==> src/rtl/iir_stim_gen.sv <==
// iir_stim_gen: stimulus source and result capture for an HLS-style IIR filter core.
// Streams impulse, step, square or noise samples over an ap_start/ap_ready handshake.
// It allows up to 15 samples in flight and captures each ap_done/ap_return pair.
// Optional feature macro: IIR_STIM_LFSR_EN (mode 3 = 20-bit LFSR noise; otherwise mode 3 = 0).
// Ports:
//   ap_clk, ap_rst             clock, asynchronous active-high reset
//   enable, mode, period,      stream request and waveform configuration
//   amplitude                  (latched on IDLE->RUN)
//   ap_start, x, ap_ready      sample handshake to the filter core
//   ap_done, ap_return         result from the filter core
//   y_data, y_valid, y_count   captured result, one-cycle strobe, result counter
//   busy                       high whenever the FSM is not IDLE
module iir_stim_gen #(
    parameter int unsigned DATA_W   = 20,
    parameter int unsigned PERIOD_W = 10
) (
    input  logic                ap_clk,
    input  logic                ap_rst,
    input  logic                enable,
    input  logic [1:0]          mode,
    input  logic [PERIOD_W-1:0] period,
    input  logic [DATA_W-1:0]   amplitude,
    output logic                ap_start,
    output logic [DATA_W-1:0]   x,
    input  logic                ap_ready,
    input  logic                ap_done,
    input  logic [DATA_W-1:0]   ap_return,
    output logic [DATA_W-1:0]   y_data,
    output logic                y_valid,
    output logic [15:0]         y_count,
    output logic                busy
);

    localparam int unsigned OUT_W = 4;
    localparam logic [OUT_W-1:0] OUT_MAX = 4'd15;

    typedef enum logic [1:0] {
        IDLE  = 2'd0,
        RUN   = 2'd1,
        DRAIN = 2'd2
    } state_t;

    state_t              state_q, state_d;
    logic [1:0]          mode_q, mode_d;
    logic [PERIOD_W-1:0] per_q, per_d;
    logic [PERIOD_W-1:0] phase_q, phase_d;
    logic [PERIOD_W-1:0] phase_nxt, per_in;
    logic [DATA_W-1:0]   amp_q, amp_d;
    logic [DATA_W-1:0]   x_q, x_d;
    logic [DATA_W-1:0]   y_data_q, y_data_d;
    logic [OUT_W-1:0]    out_q, out_d;
    logic                y_valid_q, y_valid_d;
    logic [15:0]         y_count_q, y_count_d;
    logic                accept;

`ifdef IIR_STIM_LFSR_EN
    localparam int unsigned LFSR_W = 20;
    localparam logic [LFSR_W-1:0] LFSR_SEED = 20'h00001;

    logic [LFSR_W-1:0] lfsr_q, lfsr_d, lfsr_adv;

    // Fibonacci LFSR, taps 20 and 17
    assign lfsr_adv = {lfsr_q[LFSR_W-2:0], lfsr_q[19] ^ lfsr_q[16]};
`endif

    // Deterministic waveform sample for a given phase; mode 3 handled by the caller
    function automatic logic [DATA_W-1:0] shape(input logic [1:0]          m,
                                                input logic [PERIOD_W-1:0] ph,
                                                input logic [PERIOD_W-1:0] p,
                                                input logic [DATA_W-1:0]   amp);
        logic [DATA_W-1:0] r;
        r = '0;
        case (m)
            2'd0:    r = (ph == PERIOD_W'(0)) ? amp : '0;
            2'd1:    r = amp;
            2'd2:    r = (ph < (p >> 1)) ? amp : (DATA_W'(0) - amp);
            default: r = '0;
        endcase
        return r;
    endfunction

    // A zero period behaves as a period of one
    assign per_in    = (period == PERIOD_W'(0)) ? PERIOD_W'(1) : period;
    assign phase_nxt = (phase_q == (per_q - PERIOD_W'(1))) ? PERIOD_W'(0)
                                                           : (phase_q + PERIOD_W'(1));
    assign ap_start  = (state_q == RUN) && (out_q != OUT_MAX);
    assign accept    = ap_start && ap_ready;

    // Next-state and datapath
    always_comb begin
        state_d   = state_q;
        mode_d    = mode_q;
        per_d     = per_q;
        amp_d     = amp_q;
        phase_d   = phase_q;
        x_d       = x_q;
        out_d     = out_q;
        y_data_d  = y_data_q;
        y_count_d = y_count_q;
        y_valid_d = ap_done;
`ifdef IIR_STIM_LFSR_EN
        lfsr_d    = lfsr_q;
`endif

        // Results are captured in every state
        if (ap_done) begin
            y_data_d  = ap_return;
            y_count_d = y_count_q + 16'd1;
        end

        // In-flight count; a done with nothing outstanding is ignored
        if (accept && !ap_done) begin
            out_d = out_q + 4'd1;
        end else if (!accept && ap_done && (out_q != '0)) begin
            out_d = out_q - 4'd1;
        end

        case (state_q)
            IDLE: begin
                x_d = '0;
                if (enable) begin
                    state_d = RUN;
                    mode_d  = mode;
                    per_d   = per_in;
                    amp_d   = amplitude;
                    phase_d = '0;
                    out_d   = '0;
`ifdef IIR_STIM_LFSR_EN
                    lfsr_d  = LFSR_SEED;
                    x_d     = (mode == 2'd3) ? DATA_W'($signed(LFSR_SEED))
                                             : shape(mode, PERIOD_W'(0), per_in, amplitude);
`else
                    x_d     = shape(mode, PERIOD_W'(0), per_in, amplitude);
`endif
                end
            end
            RUN: begin
                if (accept) begin
                    phase_d = phase_nxt;
`ifdef IIR_STIM_LFSR_EN
                    lfsr_d  = lfsr_adv;
                    x_d     = (mode_q == 2'd3) ? DATA_W'($signed(lfsr_adv))
                                               : shape(mode_q, phase_nxt, per_q, amp_q);
`else
                    x_d     = shape(mode_q, phase_nxt, per_q, amp_q);
`endif
                end
                if (!enable) begin
                    state_d = DRAIN;
                end
            end
            DRAIN: begin
                if (out_q == '0) begin
                    state_d = IDLE;
                    x_d     = '0;
                end
            end
            default: begin
                state_d = IDLE;
                x_d     = '0;
            end
        endcase
    end

    // State and output registers
    always_ff @(posedge ap_clk or posedge ap_rst) begin
        if (ap_rst) begin
            state_q   <= IDLE;
            mode_q    <= '0;
            per_q     <= '0;
            amp_q     <= '0;
            phase_q   <= '0;
            x_q       <= '0;
            out_q     <= '0;
            y_data_q  <= '0;
            y_valid_q <= 1'b0;
            y_count_q <= '0;
`ifdef IIR_STIM_LFSR_EN
            lfsr_q    <= LFSR_SEED;
`endif
        end else begin
            state_q   <= state_d;
            mode_q    <= mode_d;
            per_q     <= per_d;
            amp_q     <= amp_d;
            phase_q   <= phase_d;
            x_q       <= x_d;
            out_q     <= out_d;
            y_data_q  <= y_data_d;
            y_valid_q <= y_valid_d;
            y_count_q <= y_count_d;
`ifdef IIR_STIM_LFSR_EN
            lfsr_q    <= lfsr_d;
`endif
        end
    end

    assign x       = x_q;
    assign y_data  = y_data_q;
    assign y_valid = y_valid_q;
    assign y_count = y_count_q;
    assign busy    = (state_q != IDLE);

endmodule

==> config.mk <==
export PLATFORM = sky130hd
export DESIGN_NAME = iir_stim_gen
export DESIGN_NICKNAME = d
export VERILOG_FILES = /design/src/rtl/iir_stim_gen.sv
export SDC_FILE = /design/constraint.sdc
export NUM_CORES = 1
export LEC_CHECK = 0
export ABC_CLOCK_PERIOD_IN_PS = 5800
export CELL_PAD_IN_SITES_DETAIL_PLACEMENT = 0
export CELL_PAD_IN_SITES_GLOBAL_PLACEMENT = 1
export CORE_MARGIN = 10
export CORE_UTILIZATION = 40
export DETAILED_ROUTE_END_ITERATION = 6
export GPL_TIMING_DRIVEN = 0
export PLACE_DENSITY_LB_ADDON = 0.1
export SLEW_MARGIN = 30
export SYNTH_ARGS = -nofsm -noshare
export SYNTH_HDL_FRONTEND = slang
export SYNTH_SLANG_ARGS = --single-unit
==> constraint.sdc <==
create_clock -name ap_clk -period 5.8 [get_ports ap_clk]
set_input_delay 1.16 -clock ap_clk [delete_from_list [all_inputs] [get_ports ap_clk]]
set_output_delay 1.16 -clock ap_clk [all_outputs]
set_load 0.01 [all_outputs]
==> results by group <==
Status
  • Status: completed

Final layout
  • Most common cell after layout, fill and taps aside: clkdlybuf4s50_1
  • Most frequent cells in the layout: 115 x clkdlybuf4s50_1, 105 x dfrtp_1, 101 x nand2_1
  • Register Area: ~0.0026 mm^2
  • Layout area overhead: 29.3%
  • Nets@finish: 846
  • Fraction of layout cells with a size suffix above 1: ~7.4%
  • Final instance area: 0.00773 mm^2
  • Antenna fix cells: 0
  • Filler cell count: 1349
  • Area occupied by multi-input gates: between 0.003 and 0.004 mm^2

Global route
  • Largest net degree at the start of global routing: 66
  • Global-route wire length before repair: around 30000 um
  • Total GRT Usage: 18.4%
  • Initial antenna violation count: 0
  • Total grt overflow: 0
  • Number of global-route vias before repair: roughly 5600

Critical path
  • FF-to-FF setup slack: 510 ps
  • Data arrival, critical path: 5500 ps
  • Reg2Reg Depth: 19
  • RR Endpoint: x[9]
  • Req. time, crit path: 6010 ps
  • RR Startpoint: per_q[1]
  • CP Capture Type: flip-flop
  • Crit-path max FO: 10
  • Startpoint Class: flip-flop
  • CP Class: flip-flop to flip-flop

Synth
  • Synth Register Bits: 105
  • Synthesized instance count: about 650
  • Syn Std Cell Area: 0.00598 mm^2
  • Sequential area share after synthesis: a little over two fifths
  • Synth area leader: dfrtp_1
  • Top cell type's share of synthesized area: a little over two fifths
  • Syn avg cell area: 9.24 um^2
  • Ys Warns: 0
  • Synth cell types: 61
  • Post-synthesis async set-or-reset flop share: 100%
  • Top post-synthesis cells by area: dfrtp_1 44%, nand2_1 6.3%, xnor2_1 5.0%, mux2_2 4.1%, ha_1 3.1%
  • Post-Syn Nets: approximately 700
  • Main flop type after synthesis: dfrtp_1
  • Post-synth EDFFs: 0

Route
  • Vias: approximately 5500
  • Final wirelength: 18700 um
  • Antenna viol nets, final: 0
  • DR DRC count: 0
  • DR WL/cell: 19.4 um
  • Violation count after the first detailed-route iteration: 417
  • Drt pass-1 iters: 5
  • DR vias/cell: 5.69

Power and ir drop
  • Maximum VDD drop: 211 uV
  • PwrDens: 420 mW/mm^2
  • Pleak: 3.20 nW

Timing
  • Final hold viol count: 0
  • Max-slew violation count: 0
  • Slew @ Worst Pin: roughly 800 ps
  • Setup TNS: 0 ps
  • Worst Clk Skew: slightly above 8 ps
  • RSZ-0062 raised after global routing: no
  • Slew margin rel.: 46.6%
  • Final Cycle Share: approximately 91%
  • Setup violations, final: 0
  • Maximum clock rate: about 190 MHz
  • Post-route minimum period: 5290 ps

Place
  • PortBufs: 115
  • Final GP Congestion: 0.860
  • DP Area: around 0.0074 mm^2
  • Detailed placer's ending HPWL: 14000 um

Hold path
  • Worst hold start: x[0]
  • HP Class: flip-flop to flip-flop
  • WHS Endpoint: x[0]
  • WHS Path Cells: 2

Job
  • MaxCap Viol Count: 0

Clock tree
  • Worst-Skew Late Latency: approximately 360 ps
  • CTS buffer count: 9
  • Clock Pin Slew Worst Setup and Hold Paths: 80 ps
  • Clk buf depth: 2
  • Clk sink count: 105
  • CTS tree: done
  • CTS H-tree lvls: 3
  • Root buf cell: clkbuf_16

Floorplan
  • DIE WIDTH: 142 um
  • Row count: 44
  • Core area: around 0.015 mm^2
  • Full die area: 0.0202 mm^2
  • Die Y: 142 um
  • Initial Utilization: roughly 41%
  • Ports: around 120
[area by class of cell]
cell class | count | area share (%)
multi-input cells | 484 | 40.7
flip-flops and latches | 105 | 34.0
repair buffers | 116 | 15.2
well taps | 184 | 2.98
clock buffers | 9 | 2.91
plain buffers | 33 | 1.65
inverters | 25 | 1.28
clock inverters | 7 | 1.21
[metal layers]
metal	part of all wire, %	GRT usage, %	routed length [um]
met1	44	23.7	8160
met4	1.4	5.16	262
met3	5.9	4.07	1100
met2	49	30.4	9140
met5	0	0	0
[state kept, by name, indices dropped and copies added, names as in the netlist]
signal / cells
amp_q: 20
x: 20
y_data: 20
y_count: 16
per_q: 10
phase_q: 10
out_q: 4
mode_q: 2
state_q: 2
y_valid: 1
[repair_timing]
| item | 4_1_cts | 5_1_grt |
|---|---|---|
| setup endpoints to repair | 0 | 14 |
| buffers inserted | 0 | 0 |
| gates resized for setup | 0 | 6 |
| hold buffers | 0 | 0 |
[worst max path at each step]
stage             start    end  slack [ps]
6_report       per_q[1]   x[9]         510
5_1_grt        per_q[1]  x[14]         120
4_1_cts        per_q[1]  x[14]         160
3_5_place_dp   per_q[1]  x[11]         240
3_3_place_gp     ap_rst  x[14]         170
2_1_floorplan  per_q[0]   x[7]        1300
[power breakdown]
part,internal (mW),switching [mW]
combinational,0.599,0.739
clock,0.348,0.321
sequential,0.967,0.272
[logic make-up after synthesis]
family	count (synthesis)	share of synthesized area, %
muxes	23	4.31
adders and majority gates	15	3.14
AOI/OAI and AO/OA	137	16.0
DFF	105	44.0
buffers and inverters	58	3.66
and+or+nand+nor	255	21.0
xor gates and xnor gates	54	7.91
[Yosys cell counts (16+ instances only)]
cell type / number
clkbuf_1: 29
xnor2_1: 34
dfrtp_1: 105
nor3_1: 20
o21ai_0: 28
a21oi_1: 17
mux2_2: 22
inv_1: 25
xor2_1: 20
nand2_1: 101
nand3_1: 23
nor2_1: 34
a22oi_1: 16
[critical path, stage by stage (launching register included)]
cell      delay [ps]
dfrtp_1          430
inv_1            120
ha_1             260
or3b_2           520
nor4_1           330
or3_1            160
nand4_1          220
nor4_4           490
clkbuf_2         310
nor2_1           110
ha_1             310
nand4_1          130
nor3_1            60
or3_1            300
o31a_1           330
or2_2            290
clkbuf_1         180
nand2_1          150
buf_2            260
o311ai_0         180
[stage by stage]
stage               cells  hold slack, ps  total power, mW  worst slack, ps  utilization, %
global route          963             505             3.48              116            53.0
detailed placement    947             474             2.57              236            50.7
global placement      946             457             2.55              175            50.4
finish                963             483             3.25              507            53.0
floorplan             647             474             1.99             1300               -
CTS                   963             492             3.25              163            52.9
(Power assumes the default switching activity.)
